--- src/rtl/bcd4d_to_bin_seq_pkg.sv ---
// Shared constants and state encoding for the 4-digit BCD to binary converter.
package bcd4d_to_bin_seq_pkg;
  localparam logic [15:0] BCD_SENTINEL = 16'hFFFF;
  localparam logic [11:0] BIN_SENTINEL = 12'hFFF;
  localparam int          NUM_SHIFTS   = 14;
  localparam logic [3:0]  LAST_CNT     = 4'(NUM_SHIFTS - 1);

  typedef enum logic [1:0] {
    IDLE   = 2'd0,
    SHIFT  = 2'd1,
    FINISH = 2'd2,
    DONE   = 2'd3
  } state_t;
endpackage

--- src/rtl/bcd4d_to_bin_seq_nibble_adjust.sv ---
// Reverse double-dabble digit correction: a shifted nibble of 8 or more
// picked up a half-ten from the digit above and must lose 3.
module bcd_nibble_adjust (
  input  logic [3:0] x,
  output logic [3:0] y
);
  assign y = (x >= 4'd8) ? (x - 4'd3) : x;
endmodule

--- src/rtl/bcd4d_to_bin_seq.sv ---
// Iterative 4-digit packed BCD to 12-bit binary converter with valid/ready
// handshakes, blank-sentinel passthrough and digit/overflow flagging.
module bcd4d_to_bin_seq
  import bcd4d_to_bin_seq_pkg::*;
(
  input  logic        clk,
  input  logic        rst_n,
  input  logic        in_valid,
  output logic        in_ready,
  input  logic [15:0] bcd_in,
  output logic        out_valid,
  input  logic        out_ready,
  output logic [11:0] bin_out,
  output logic        out_blank,
  output logic        err_digit,
  output logic        err_ovf
);
  state_t      state, state_nx;
  logic [15:0] bcd_reg;
  logic [13:0] bin_reg;
  logic [3:0]  cnt;
  logic [29:0] shifted;
  logic [15:0] bcd_adj;
  logic        accept, handshake, is_blank, is_bad;

  function automatic logic has_bad_digit(input logic [15:0] b);
    for (int i = 0; i < 4; i++) begin
      if (b[4*i +: 4] > 4'd9) return 1'b1;
    end
    return 1'b0;
  endfunction

  assign in_ready  = (state == IDLE);
  assign accept    = in_valid && in_ready;
  assign handshake = out_valid && out_ready;
  assign is_blank  = (bcd_in == BCD_SENTINEL);
  assign is_bad    = has_bad_digit(bcd_in);

  // Shift the combined register right, then correct each BCD digit.
  assign shifted = {bcd_reg, bin_reg} >> 1;

  for (genvar g = 0; g < 4; g++) begin : g_adj
    bcd_nibble_adjust u_adj (
      .x (shifted[14 + 4*g +: 4]),
      .y (bcd_adj[4*g +: 4])
    );
  end

  always_comb begin
    state_nx = state;
    case (state)
      IDLE:    if (accept) state_nx = (is_blank || is_bad) ? DONE : SHIFT;
      SHIFT:   if (cnt == LAST_CNT) state_nx = FINISH;
      FINISH:  state_nx = DONE;
      DONE:    if (handshake) state_nx = IDLE;
      default: state_nx = IDLE;
    endcase
  end

  // Control and result registers; out_valid rises one edge after DONE is entered
  // on early exit, and on the FINISH edge for numeric conversions.
  always_ff @(posedge clk or negedge rst_n) begin
    if (!rst_n) begin
      state     <= IDLE;
      cnt       <= '0;
      out_valid <= 1'b0;
      bin_out   <= '0;
      out_blank <= 1'b0;
      err_digit <= 1'b0;
      err_ovf   <= 1'b0;
    end else begin
      state <= state_nx;
      case (state)
        IDLE: begin
          if (accept) begin
            cnt <= '0;
            if (is_blank) begin
              bin_out   <= BIN_SENTINEL;
              out_blank <= 1'b1;
            end else if (is_bad) begin
              bin_out   <= BIN_SENTINEL;
              err_digit <= 1'b1;
            end
          end
        end
        SHIFT: cnt <= cnt + 4'd1;
        FINISH: begin
          out_valid <= 1'b1;
          if (bin_reg[13:12] != 2'b00) begin
            bin_out <= BIN_SENTINEL;
            err_ovf <= 1'b1;
          end else begin
            bin_out <= bin_reg[11:0];
          end
        end
        DONE: begin
          if (handshake) begin
            out_valid <= 1'b0;
            out_blank <= 1'b0;
            err_digit <= 1'b0;
            err_ovf   <= 1'b0;
          end else begin
            out_valid <= 1'b1;
          end
        end
        default: ;
      endcase
    end
  end

  // Conversion datapath carries no reset; it is always loaded before use.
  always_ff @(posedge clk) begin
    if (state == IDLE && accept) begin
      bcd_reg <= bcd_in;
      bin_reg <= '0;
    end else if (state == SHIFT) begin
      bcd_reg <= bcd_adj;
      bin_reg <= shifted[13:0];
    end
  end
endmodule
--- config.mk ---
export PLATFORM = sky130hd
export DESIGN_NAME = bcd4d_to_bin_seq
export DESIGN_NICKNAME = d
export VERILOG_FILES = /design/src/rtl/bcd4d_to_bin_seq_pkg.sv /design/src/rtl/bcd4d_to_bin_seq_nibble_adjust.sv /design/src/rtl/bcd4d_to_bin_seq.sv
export SDC_FILE = /design/constraint.sdc
export NUM_CORES = 1
export LEC_CHECK = 0
export BUFFER_PORTS_ARGS = -buffer_cell sky130_fd_sc_hd__buf_2
export CAP_MARGIN = 20
export CORE_MARGIN = 2
export CORE_UTILIZATION = 40
export CTS_CLUSTER_SIZE = 25
export DETAILED_ROUTE_END_ITERATION = 10
export GPL_ROUTABILITY_DRIVEN = 0
export PLACE_DENSITY = 0.62
export SLEW_MARGIN = 20
export SYNTH_ARGS = -nofsm -noshare
export SYNTH_HDL_FRONTEND = slang
export SYNTH_SLANG_ARGS = --single-unit
--- constraint.sdc ---
create_clock -name clk -period 2 [get_ports clk]
set_input_delay 0.1 -clock clk [delete_from_list [all_inputs] [get_ports clk]]
set_output_delay 0.1 -clock clk [all_outputs]
set_load 0.05 [all_outputs]
### Word-level counts from Yosys, hierarchy flattened

Cells that the tools add are included.

* $add $sub $neg: 5
* $lt $le $gt $ge: 8
* equality and inequality tests: 13
* multiplexer cells: 50
* reduce and logical (&&, ||, !) cells: 17

Operators by type and width (count)
* $mux 12: 4
* $mux 16: 2
* $mux 1: 28
* $pmux 12 s2: 1
* $mux 4: 5
* $eq 16x16->1 const B: 1
* $gt 4x4->1 const B: 4
* $ge 4x4->1 const B: 3
* $reduce_bool 2->1: 6
* $sub 4x2->4 const B: 3
* $reduce_and 3->1: 3
* $mux 2: 4
* $ne 2x2->1 const B: 4
* $pmux 1 s2: 4
* $pmux 2 s4: 1
* $pmux 4 s2: 1
* $ne 2x1->1 const B: 3
* $reduce_and 5->1: 1
* $add 4x1->4 const B: 1
* $eq 2x2->1 const B: 2
* $eq 4x4->1 const B: 1
* $ge 3x4->1 const B: 1
* $reduce_and 4->1: 1
* $sub 3x2->4 const B: 1
* other kinds (6): 8

* bits in registers: 52
* output and inout bits: 17
* logic and storage cells: 102

### Depth between registers and ports, before layout

Gate-level depths: netlist of the first run.

* depth after elaboration: 13
* mapped depth: 8

### Cells and area by module

A second synthesis of the first run with hierarchy kept.

* cell total of the unflattened synthesis: 263
* area, all modules: 2578.7 um2

Modules (own cells, without submodules)
* bcd4d_to_bin_seq: instances 1, cells each 219, area an instance 2273.4 um2, seq. area each 1311.3 um2
* bcd_nibble_adjust: instances 4, cells each 11, area an instance 76.3 um2, seq. area each 0.0 um2

### Worst setup path before layout of the first run

Ideal clock, no wire load.

* path type: reg2reg
* start: register state[0]
* end: register bcd_reg[0] (enable)
* data arrival time: 1811 ps
* data required time: 1625 ps
* path slack: -186 ps
* cell stages (with the launch flop): 6
* clock period less this slack: 2186 ps
* cells stage by stage: dfrtp_1 inv_1 ha_1 buf_2 nand2_1 nand2b_1

* word-level cells in the longest chain between the ends: 4
* elaborated cells on any way between the ends: 5
* classes of those cells: eq/ne: 1; reduce/logical: 4

RTL lines
* from (decl): RTL line bcd4d_to_bin_seq.sv:18 `state_t state, state_nx;`
* from (signal assigned): RTL line bcd4d_to_bin_seq.sv:72 `state <= state_nx;`
* $logic_not 2->1 (*): RTL line bcd4d_to_bin_seq.sv:33 `assign in_ready = (state == IDLE);`
* named net in_ready: RTL line bcd4d_to_bin_seq.sv:9 `output logic in_ready,`
* $logic_and 1x1->1: RTL line bcd4d_to_bin_seq.sv:34 `assign accept = in_valid && in_ready;`
* $logic_and 1x1->1 (*): RTL line bcd4d_to_bin_seq.sv:113 `if (state == IDLE && accept) begin`
* $reduce_bool 2->1 (no source line) (*)
* to (signal assigned): RTL line bcd4d_to_bin_seq.sv:114 `bcd_reg <= bcd_in;`
* to (signal assigned): RTL line bcd4d_to_bin_seq.sv:117 `bcd_reg <= bcd_adj;`
* to (decl): RTL line bcd4d_to_bin_seq.sv:19 `logic [15:0] bcd_reg;`

The timed path passes the listed nets; every way through them passes the cells marked *.
A chain may end at the register's enable or synchronous reset.

### Worst setup path in the final report of the first run

* start: register state[0]
* end: register state[1]

* word-level cells in the longest chain between the ends: 4
* elaborated cells on any way between the ends: 10
* classes of those cells: eq/ne: 6; mux: 1; reduce/logical: 3

RTL lines (RTL line)
* $logic_not 2->1: bcd4d_to_bin_seq.sv:33, bcd4d_to_bin_seq.sv:51
* $logic_and 1x1->1: bcd4d_to_bin_seq.sv:34
* $ne 2x1->1 (no source line)
* $reduce_and 3->1 (no source line)

Several ways; a longest one is shown, not always the timed one.

==> results.md, run 1 <==
- The flow ran to the end, and the final reports show no timing, DRC or antenna violations.
- For this configuration, the core starts out at a cell density of 0.419.
- The category of the critical setup timing path is register to register.
- The number of pins with negative max-slew slack in the final report is 0.
- The die width is 83.2 microns.
- The area growth from synthesis to layout is 15.4%.
- The switching component of the power is 2.17 mW.
- At the worst endpoint, the arrival time is 1960 ps.
- In this run the remaining antenna-violating nets after routing total 0.
- The CTS buffer count is 5.
- The maximum number of pins on one net before global-route repair is 23.
- The routed length per placed instance is 13.9 microns.
- STA classifies the critical path startpoint as a register.
- The final route contains 1829 vias.
- Of the total power, registers draw 0.402.
- The cell sitting at the root of the clock tree is a sky130_fd_sc_hd__clkbuf_8.
- The violation count after the first detailed-route iteration is 98.
- The aggregate global-route resource usage is 0.153.
- The number of standard cells after synthesis is 238.
- The core occupancy in the finished layout is 0.483.
- The number of I/O pins is 37.
- The row count is 28.
- The min-delay analysis places its worst path in the category input pin to register.
- The sum of net half-perimeters after detailed placement is 3620 microns.
- The number of flip-flops under the largest register name is 16.
- The analysis attributes to cell leakage a power of 1.22 nW.
- The clock net sink count is 52.
- The number of nets in the synthesized netlist is 270.
- The number of global-route vias before repair was 1833.
- The worst hold path was traced through 3 stages.
- Summed over all layers, the global routing overflow is 0.
- The internal portion of the total power is 2.83 mW.
- During synthesis, Yosys emitted a total of 0 warnings.
- The final layout net count is 313.
- The smallest hold slack is 85.5 ps.
- The share of the yosys chip area belonging to registers is 0.523.
- The count of cells in the finished layout, fillers not included, comes to 357.
- The first-pass GRT wire length is 8760 microns.
- STA classifies the critical path endpoint as a register.
- The number of diodes is 0.
- The count of final hold-check violations was 0.
- The total standard cell area after synthesis is 2510 sq um.
- In the routed layout, each cell is associated on average with a via count of 5.12.
- The leading register cell type out of synthesis is sky130_fd_sc_hd__dfrtp_1.
- The number of failing setup endpoints in the final timing report is 0.
- The switching power as a share of total power is 0.434.
- Data on the critical path is required at its endpoint by 2190 ps.
- The overall die area is 6920 sq um.
- Counting along the longest clock path gives a buffer depth of 2.
- The peak supply drop is 0.919 mV.
- The headroom to the max-slew limit is 0.617.
- The share of total power dissipated in the clock network is 0.121.
- For the pin with the worst max-slew slack, the measured transition is 573 ps.
- Across all setup checks in the final design, the least slack found is 230 ps.
- The number of instances in the placed design is 348.
- Setup repair after global routing left no endpoint under its margin.
- For this block, the routed nets add up to 4970 microns of wire.
- The number of antenna violations at the first check in global routing is 0.
- In this run, synthesis inferred 16 flip-flops with an integrated enable.
- The post-route fraction of the period consumed by the critical path is 0.885.
- The maximum fanout encountered on the critical timing path is 7.
- In the final layout, the share of cells above drive strength 1 is 0.209.
- The share of flip-flops with an asynchronous set or reset after synthesis is 0.423.
- CTS built an H-tree with a depth of 2.
- The post-route clock skew is 7.02 ps.
- The combinational power share is 0.477.
- The minimum setup slack after placement is 248 ps.
- The area of the placeable core is 5990 sq um.
- Dividing total power by cell area gives a power density of 1730 nW/um^2.
- For the final routed database, the setup TNS stands at 0 ps.
- After detailed placement, the total cell area comes to 2790 sq um.
- The synthesized netlist contains 36 unique library cells.
- The floorplan die height is 83.2 microns.
- The clock-pin slew reported for the worst setup and hold paths after clock tree synthesis is 100 ps.
- The post-detailed-route DRC marker count is 0.
- With fillers left out, the area of the finished cells amounts to 2890 sq um.
- The total iterations of the first detailed-routing run is 4.
- The peak clock frequency supported by timing is 0.565 GHz.
- The overall power is 5.00 mW.
- The number of cells traversed by the worst register-to-register path is 5.
- The count of instances resized after the clock tree is built is 0.
- During placement, the flow inserted port buffers numbering 36.
- Across the run, the number of max-cap violations was 0.
- The synthesized flop and latch total is 52.
- A synthesized cell averages 10.5 sq um.
- The time the worst path needs with I/O delays and setup is 1770 ps.
- The clock latency on the worst-skew pair is 300 ps.
- TritonCTS built the clock tree.
power groups by stage:
stage | Combinational, mW | Clock, mW | Sequential (mW)
3_3_place_gp | 2.37 | 0 | 2.04
4_1_cts | 2.42 | 0.623 | 2.02
2_1_floorplan | 1.42 | 0 | 2.47
3_5_place_dp | 2.41 | 0 | 2.04
6_report | 2.39 | 0.605 | 2.01
5_1_grt | 2.67 | 0.664 | 2.09
cell type report:
| cell class | instances | area, sq um |
|---|---|---|
| clock buffers | 5 | 68.8 |
| clock inverters | 3 | 22.5 |
| fillers | 565 | 3100 |
| inverters | 12 | 45.0 |
| multi-input cells | 165 | 1100 |
| flip-flops and latches | 52 | 1310 |
| well taps | 75 | 93.8 |
| repair buffers | 45 | 250 |
placed cells by master (no fill, tap or decap), types with 2 or more instances in the layout:
cell,synthesis,layout
sky130_fd_sc_hd__clkbuf_8,0,5
sky130_fd_sc_hd__o21ai_0,16,16
sky130_fd_sc_hd__buf_4,1,8
sky130_fd_sc_hd__nor2b_1,4,4
sky130_fd_sc_hd__o311ai_0,2,2
sky130_fd_sc_hd__o22a_1,12,12
sky130_fd_sc_hd__nand4_1,6,6
sky130_fd_sc_hd__inv_1,11,11
sky130_fd_sc_hd__nand3_1,5,5
sky130_fd_sc_hd__nor2_1,28,28
sky130_fd_sc_hd__dfrtp_1,22,22
sky130_fd_sc_hd__nand2b_1,3,2
sky130_fd_sc_hd__nand2_1,24,24
sky130_fd_sc_hd__a21oi_1,14,14
sky130_fd_sc_hd__and3_1,2,2
sky130_fd_sc_hd__xnor2_1,6,6
sky130_fd_sc_hd__ha_1,12,12
sky130_fd_sc_hd__buf_2,5,36
sky130_fd_sc_hd__dfxtp_1,14,14
sky130_fd_sc_hd__edfxtp_1,16,16
sky130_fd_sc_hd__mux2i_1,18,18
synth_stat cells (5+ instances only):
cell type / n / share of area
sky130_fd_sc_hd__a21oi_1: 14 / 0.028
sky130_fd_sc_hd__buf_2: 5 / 0.010
sky130_fd_sc_hd__dfrtp_1: 22 / 0.22
sky130_fd_sc_hd__dfxtp_1: 14 / 0.11
sky130_fd_sc_hd__edfxtp_1: 16 / 0.19
sky130_fd_sc_hd__ha_1: 12 / 0.060
sky130_fd_sc_hd__inv_1: 11 / 0.016
sky130_fd_sc_hd__mux2i_1: 18 / 0.072
sky130_fd_sc_hd__nand2_1: 24 / 0.036
sky130_fd_sc_hd__nand3_1: 5 / 0.010
sky130_fd_sc_hd__nand4_1: 6 / 0.015
sky130_fd_sc_hd__nor2_1: 28 / 0.042
sky130_fd_sc_hd__o21ai_0: 16 / 0.032
sky130_fd_sc_hd__o22a_1: 12 / 0.042
sky130_fd_sc_hd__xnor2_1: 6 / 0.021
worst max-delay path, stage by stage, from the launching register on:
cell and delay, ps:
sky130_fd_sc_hd__dfrtp_1 390, sky130_fd_sc_hd__inv_1 80, sky130_fd_sc_hd__ha_1 290, sky130_fd_sc_hd__nor2b_1 170, sky130_fd_sc_hd__a221oi_1 350, sky130_fd_sc_hd__mux2_2 380
layer usage:
layer / share of wire / up-vias / GRT usage
met5: 0 / - / 0
met4: 0.0048 / 0 / 0.0358
met3: 0.041 / 2 / 0.0328
met2: 0.45 / 33 / 0.248
met1: 0.50 / 864 / 0.210
li1: - / 930 / -
logic make-up (layout without fill, tap and decap cells):
family          after synthesis  after routing  share of synthesized area
compound gates               51             51                      0.139
xor+xnor                      6              6                     0.0210
fa+ha+maj                    12             12                     0.0599
buf+inv                      21             65                     0.0384
flops                        52             52                      0.523
mux                          19             19                     0.0763
simple gates                 77             77                      0.142
worst paths after layout:
path / from / to / slack [ps]
worst max-delay path: state[0] / state[1] / 230
worst min-delay path: bcd_in[12] / bcd_reg[12] / 90
worst max register to register: state[0] / state[1] / 230
worst min register to register: bin_out[10] / bin_out[10] / 490
max in group asynchronous: rst_n / bin_out[2] / 1360
min in group asynchronous: rst_n / bin_out[5] / 300
what timing repair did:
item / CTS / global route
hold buffers: 1 / 0
setup buffers: 0 / 0
endpoints found under the hold margin: 22 / 0
Note: power is estimated with default switching activity, not from simulation.
==> run 2, diff against run 1 <==
Settings changed: SYNTH_HIERARCHICAL set to 1.
==> run 2 against run 1 <==
Effect of this change: worst hold slack got worse by 23 ps; sequential power increased by 7%; count of clock-buffer cells in the layout increased by 2; first-iteration DRC count decreased by 4.1%; clock skew increased by 6.9 ps; design area increased by 3.9%; critical path depth unchanged; non-clock buffer count decreased by 3; global-route usage increased by 0.42 points; sequential share of layout area decreased by 1.7 points; flip-flop and latch count unchanged; highest routed layer unchanged.
==> results.md, run 2 <==
- The share of the yosys chip area belonging to registers is 0.508 (-0.0145).
- The number of instances in the placed design is 376 (+8.0%).
- The time the worst path needs with I/O delays and setup came to 1820 ps (+47.1 ps).
- The final layout net count is 341 (+8.9%).
- The sequential share of power is 0.388 (-0.014).
- The number of distinct library cells after synthesis is 39 (+8.3%).
- The biggest area contributor in the post-synthesis netlist is sky130_fd_sc_hd__dfrtp_1.
- The count of synthesis-stage warnings from yosys is 6 (+6).
- The fraction of layout cells with a size suffix above 1 is 0.175 (-0.0339).
- The vias per cell is 4.98 (-2.9%).
- The number of H-tree levels is 2 (unchanged).
- TritonCTS built the clock tree.
- The number of maximum-capacitance violations is 0 (unchanged).
- The overall die area came to 7100 sq um (+2.7%).
- The clock latency on the worst-skew pair is 310 ps (about the same).
- The post-route clock skew is 13.9 ps (+6.87 ps).
- The peak clock frequency supported by timing is 0.550 GHz (-2.6%).
- The number of I/O pins is 37 (unchanged).
- The headroom to the max-slew limit was 0.379 (-0.238).
- The power density of the placed cells is 1840 nW/um^2 (+6.4%).
- The family of cells with the greatest summed delay on the critical path is compound AO/OA/AOI/OAI gates.
- The total via count in the routed design was 1916 (+4.8%).
- The peak supply drop is 0.899 mV (-2.2%).
- The number of flip-flops under the largest register name is 16 (unchanged).
- The category of the critical setup timing path is register to register.
- The number of antenna violations at the first check in global routing was 0 (unchanged).
- The share of the synthesized area in the top cell type is 0.213 (-0.00607).
- The classification of the worst-slack hold path is input pin to register.
- The biggest cell delay along the critical path is 740 ps (+350 ps).
- The row count was 29 (+3.6%).
- The area growth from synthesis to layout is 16.6%.
- The data arrival time of the critical path is 2060 ps (+100 ps).
- The count of flip-flops with a built-in enable after synthesis is 16 (unchanged).
- The library cell used as clock root buffer is sky130_fd_sc_hd__clkbuf_8.
- By area the synthesized netlist is led by sky130_fd_sc_hd__dfrtp_1 21%, sky130_fd_sc_hd__edfxtp_1 19%, sky130_fd_sc_hd__dfxtp_1 11%, sky130_fd_sc_hd__nand2_1 8.9%, sky130_fd_sc_hd__ha_1 6.8%.
- Walking the worst path, the cells encountered are inv_1 -> ha_1 -> nand2_1 -> o2bb2ai_1 -> o22a_1.
- The commonest cells after synthesis are 61 x sky130_fd_sc_hd__nand2_1, 22 x sky130_fd_sc_hd__dfrtp_1, 19 x sky130_fd_sc_hd__nor2_1, 16 x sky130_fd_sc_hd__edfxtp_1, 16 x sky130_fd_sc_hd__o21ai_0.
- The number of buffers inserted by port buffering is 36 (unchanged).
- The leading register cell type out of synthesis is sky130_fd_sc_hd__dfrtp_1.
- The share of flip-flops with an asynchronous set or reset after synthesis is 0.423 (unchanged).
- The post-detailed-route DRC marker count is 0 (unchanged).
- The filler cell count is 599 (+6.0%).
- The worst-case setup margin in the final layout is 183 ps (-47.1 ps).
- The violation count after the first detailed-route iteration is 94 (-4.1%).
- The final total negative setup slack came to 0 ps (unchanged).
- The total iterations of the first detailed-routing run is 4 (unchanged).
- In this run the critical register-to-register path is launched from state[0].
- The number of global-route vias before repair is 1938 (+5.7%).
- The worst setup path is captured at a register.
- The leakage power was 1.34 nW (+9.5%).
- The count of instances resized after the clock tree is built was 0 (unchanged).
- The sequential cell area in the final layout is 1310 sq um (unchanged).
- The minimum setup slack after placement came to 144 ps (-105 ps).
- The critical path starts at state[0].
- The final standard cell area without fillers came to 3010 sq um (+3.9%).
- The routed wire length was 5180 microns (+4.2%).
- The number of failing setup endpoints in the final timing report is 0 (unchanged).
- The routed length per placed instance is 13.4 microns (-3.3%).
- The area of the placeable core is 6280 sq um (+4.8%).
- In this run the most critical hold path is launched from bcd_in[8].
- The switching component of the power is 2.42 mW (+11%).
- The first-pass GRT wire length was 9110 microns (+4.0%).
- The flow ran to the end, and the final reports show no timing, DRC or antenna violations.
- The total standard cell area after synthesis was 2580 sq um (+2.8%).
- The count of final hold-check violations is 0 (unchanged).
- The slowest stage of the critical path is the sky130_fd_sc_hd__o2bb2ai_1 cell.
- The combinational power share is 0.472 (-0.005).
- The maximum number of pins on one net before global-route repair is 31 (+35%).
- The synthesized area per cell is 9.81 sq um (-6.9%).
- The number of diodes came to 0 (unchanged).
- The number of pins with negative max-slew slack in the final report is 0 (unchanged).
- The buffer levels on the longest clock path is 2 (unchanged).
- The most common cell in the synthesized netlist is sky130_fd_sc_hd__nand2_1.
- The core occupancy in the finished layout is 0.479 (-0.00391).
- Leaving out fill and tap cells, the most frequent cells in the layout are 61 x sky130_fd_sc_hd__nand2_1, 36 x sky130_fd_sc_hd__buf_2, 22 x sky130_fd_sc_hd__dfrtp_1.
- The actual transition at the worst max-transition pin is 932 ps (+359 ps).
- The combined buffer and inverter count along the critical path came to 1 (unchanged).
- The remaining number of nets flagged by the antenna check after routing is 0 (unchanged).
- The die width was 84.3 microns (+1.3%).
- The post-route fraction of the period consumed by the critical path is 0.908 (+0.0236).
- The floorplan die height is 84.3 microns (+1.3%).
- The library cell used most frequently in the layout, excluding fill and tap cells, is sky130_fd_sc_hd__nand2_1.
- The sum of net half-perimeters after detailed placement is 3680 microns (+1.5%).
- STA classifies the critical path startpoint as a register.
- The maximum fanout encountered on the critical timing path is 12 (+5).
- The sum of overflow across all layers after global routing is 0 (unchanged).
- The aggregate global-route resource usage was 0.157 (+0.00418).
- Setup repair after global routing left no endpoint under its margin.
- The overall power is 5.53 mW (+11%).
- The multi-input combinational cell area is 1200 sq um (+8.5%).
- The switching power as a share of total power is 0.437 (+0.00337).
- The synthesized flop and latch total is 52 (unchanged).
- The smallest hold slack is 62.6 ps (-22.9 ps).
- The proportion of power drawn by the clock network is 0.140 (+0.019).
- The number of standard cells after synthesis is 263 (+11%).
- The clock net sink count is 52 (unchanged).
- The internal power summed over all cells is 3.11 mW (+9.9%).
- The CTS buffer count came to 5 (unchanged).
- The initial standard-cell utilization of the core was 0.411 (-0.00774).
- The clock-pin slew reported for the worst setup and hold paths after clock tree synthesis was 110 ps (about the same).
- The required time at the worst-slack endpoint came to 2250 ps (+60 ps).
- The post-detailed-placement cell area was 2870 sq um (+2.8%).
- The non-filler instance count after layout is 385 (+7.8%).
==> run 2: cell count changes in the layout (fill, tap and decap cells not counted), sizes merged, moves of 2 or more <==
| cell | before | now |
|---|---|---|
| nand2 | 24 | 61 |
| nor2 | 28 | 19 |
| a21oi | 14 | 7 |
| conb | 0 | 5 |
| mux2i | 18 | 14 |
| nand2b | 3 | 7 |
| xor2 | 0 | 4 |
| buf | 44 | 41 |
| nand3 | 5 | 2 |
| clkbuf | 5 | 7 |
| ha | 12 | 14 |
| xnor2 | 6 | 4 |
==> run 2: kinds of logic (layout without fill, tap and decap cells) <==
group,count (synthesis),in the layout,synth area share
AO/OA/AOI/OAI,46,46,0.121
XOR/XNOR,8,8,0.0272
adder cells (fa/ha/maj),14,14,0.0679
buffers and inverters,22,63,0.0354
flip-flops,52,52,0.508
multiplexers,15,15,0.0587
other,1,5,0.00145
AND/OR/NAND/NOR,105,105,0.180
==> run 2: path summary, 6_finish.rpt <==
path                       cells after the start          to  slack, ps
max in group asynchronous                      2   out_blank       1390
hold reg to reg                                1  bin_out[9]        500
setup reg to reg                               5  bin_out[0]        180
hold / removal                                 3  bcd_reg[8]         60
setup / recovery                               5  bin_out[0]        180
min in group asynchronous                      2   err_digit        270
==> run 2: cell type report <==
class                      count  area share
sequential                    52       0.436
multi-input combinational    193       0.398
timing repair buffer          42      0.0757
clock buffer                   7      0.0395
tap                           77      0.0320
inverter                      13      0.0162
clock inverter                 1     0.00291
==> run 2: tightest hold or removal path: cells and delay by family <==
kind / cells / cell delay (ps)
buf+inv: 1 / 80
simple gates: 2 / 90
==> run 2: repair_timing <==
| item | 4_1_cts | 5_1_grt |
|---|---|---|
| setup buffers | 0 | 0 |
| hold buffers | 1 | 0 |
| endpoints found under the hold margin | 22 | 0 |
==> run 2: routing by layer <==
metal / part of all wire / vias to the layer above / wire (microns) / global-route usage
met1: 0.48 / 888 / 2500 / 0.205
met3: 0.042 / 7 / 216 / 0.0403
li1: - / 985 / - / -
met2: 0.46 / 36 / 2400 / 0.259
met4: 0.012 / 0 / 63 / 0.0455
met5: 0 / - / 0 / 0
==> run 2: power groups by stage <==
stage	clock network [mW]	registers [mW]	logic (mW)
2_1_floorplan	0	2.61	1.56
3_3_place_gp	0	2.16	2.56
3_5_place_dp	0	2.17	2.62
4_1_cts	0.801	2.16	2.64
5_1_grt	0.840	2.23	2.93
6_report	0.774	2.15	2.61
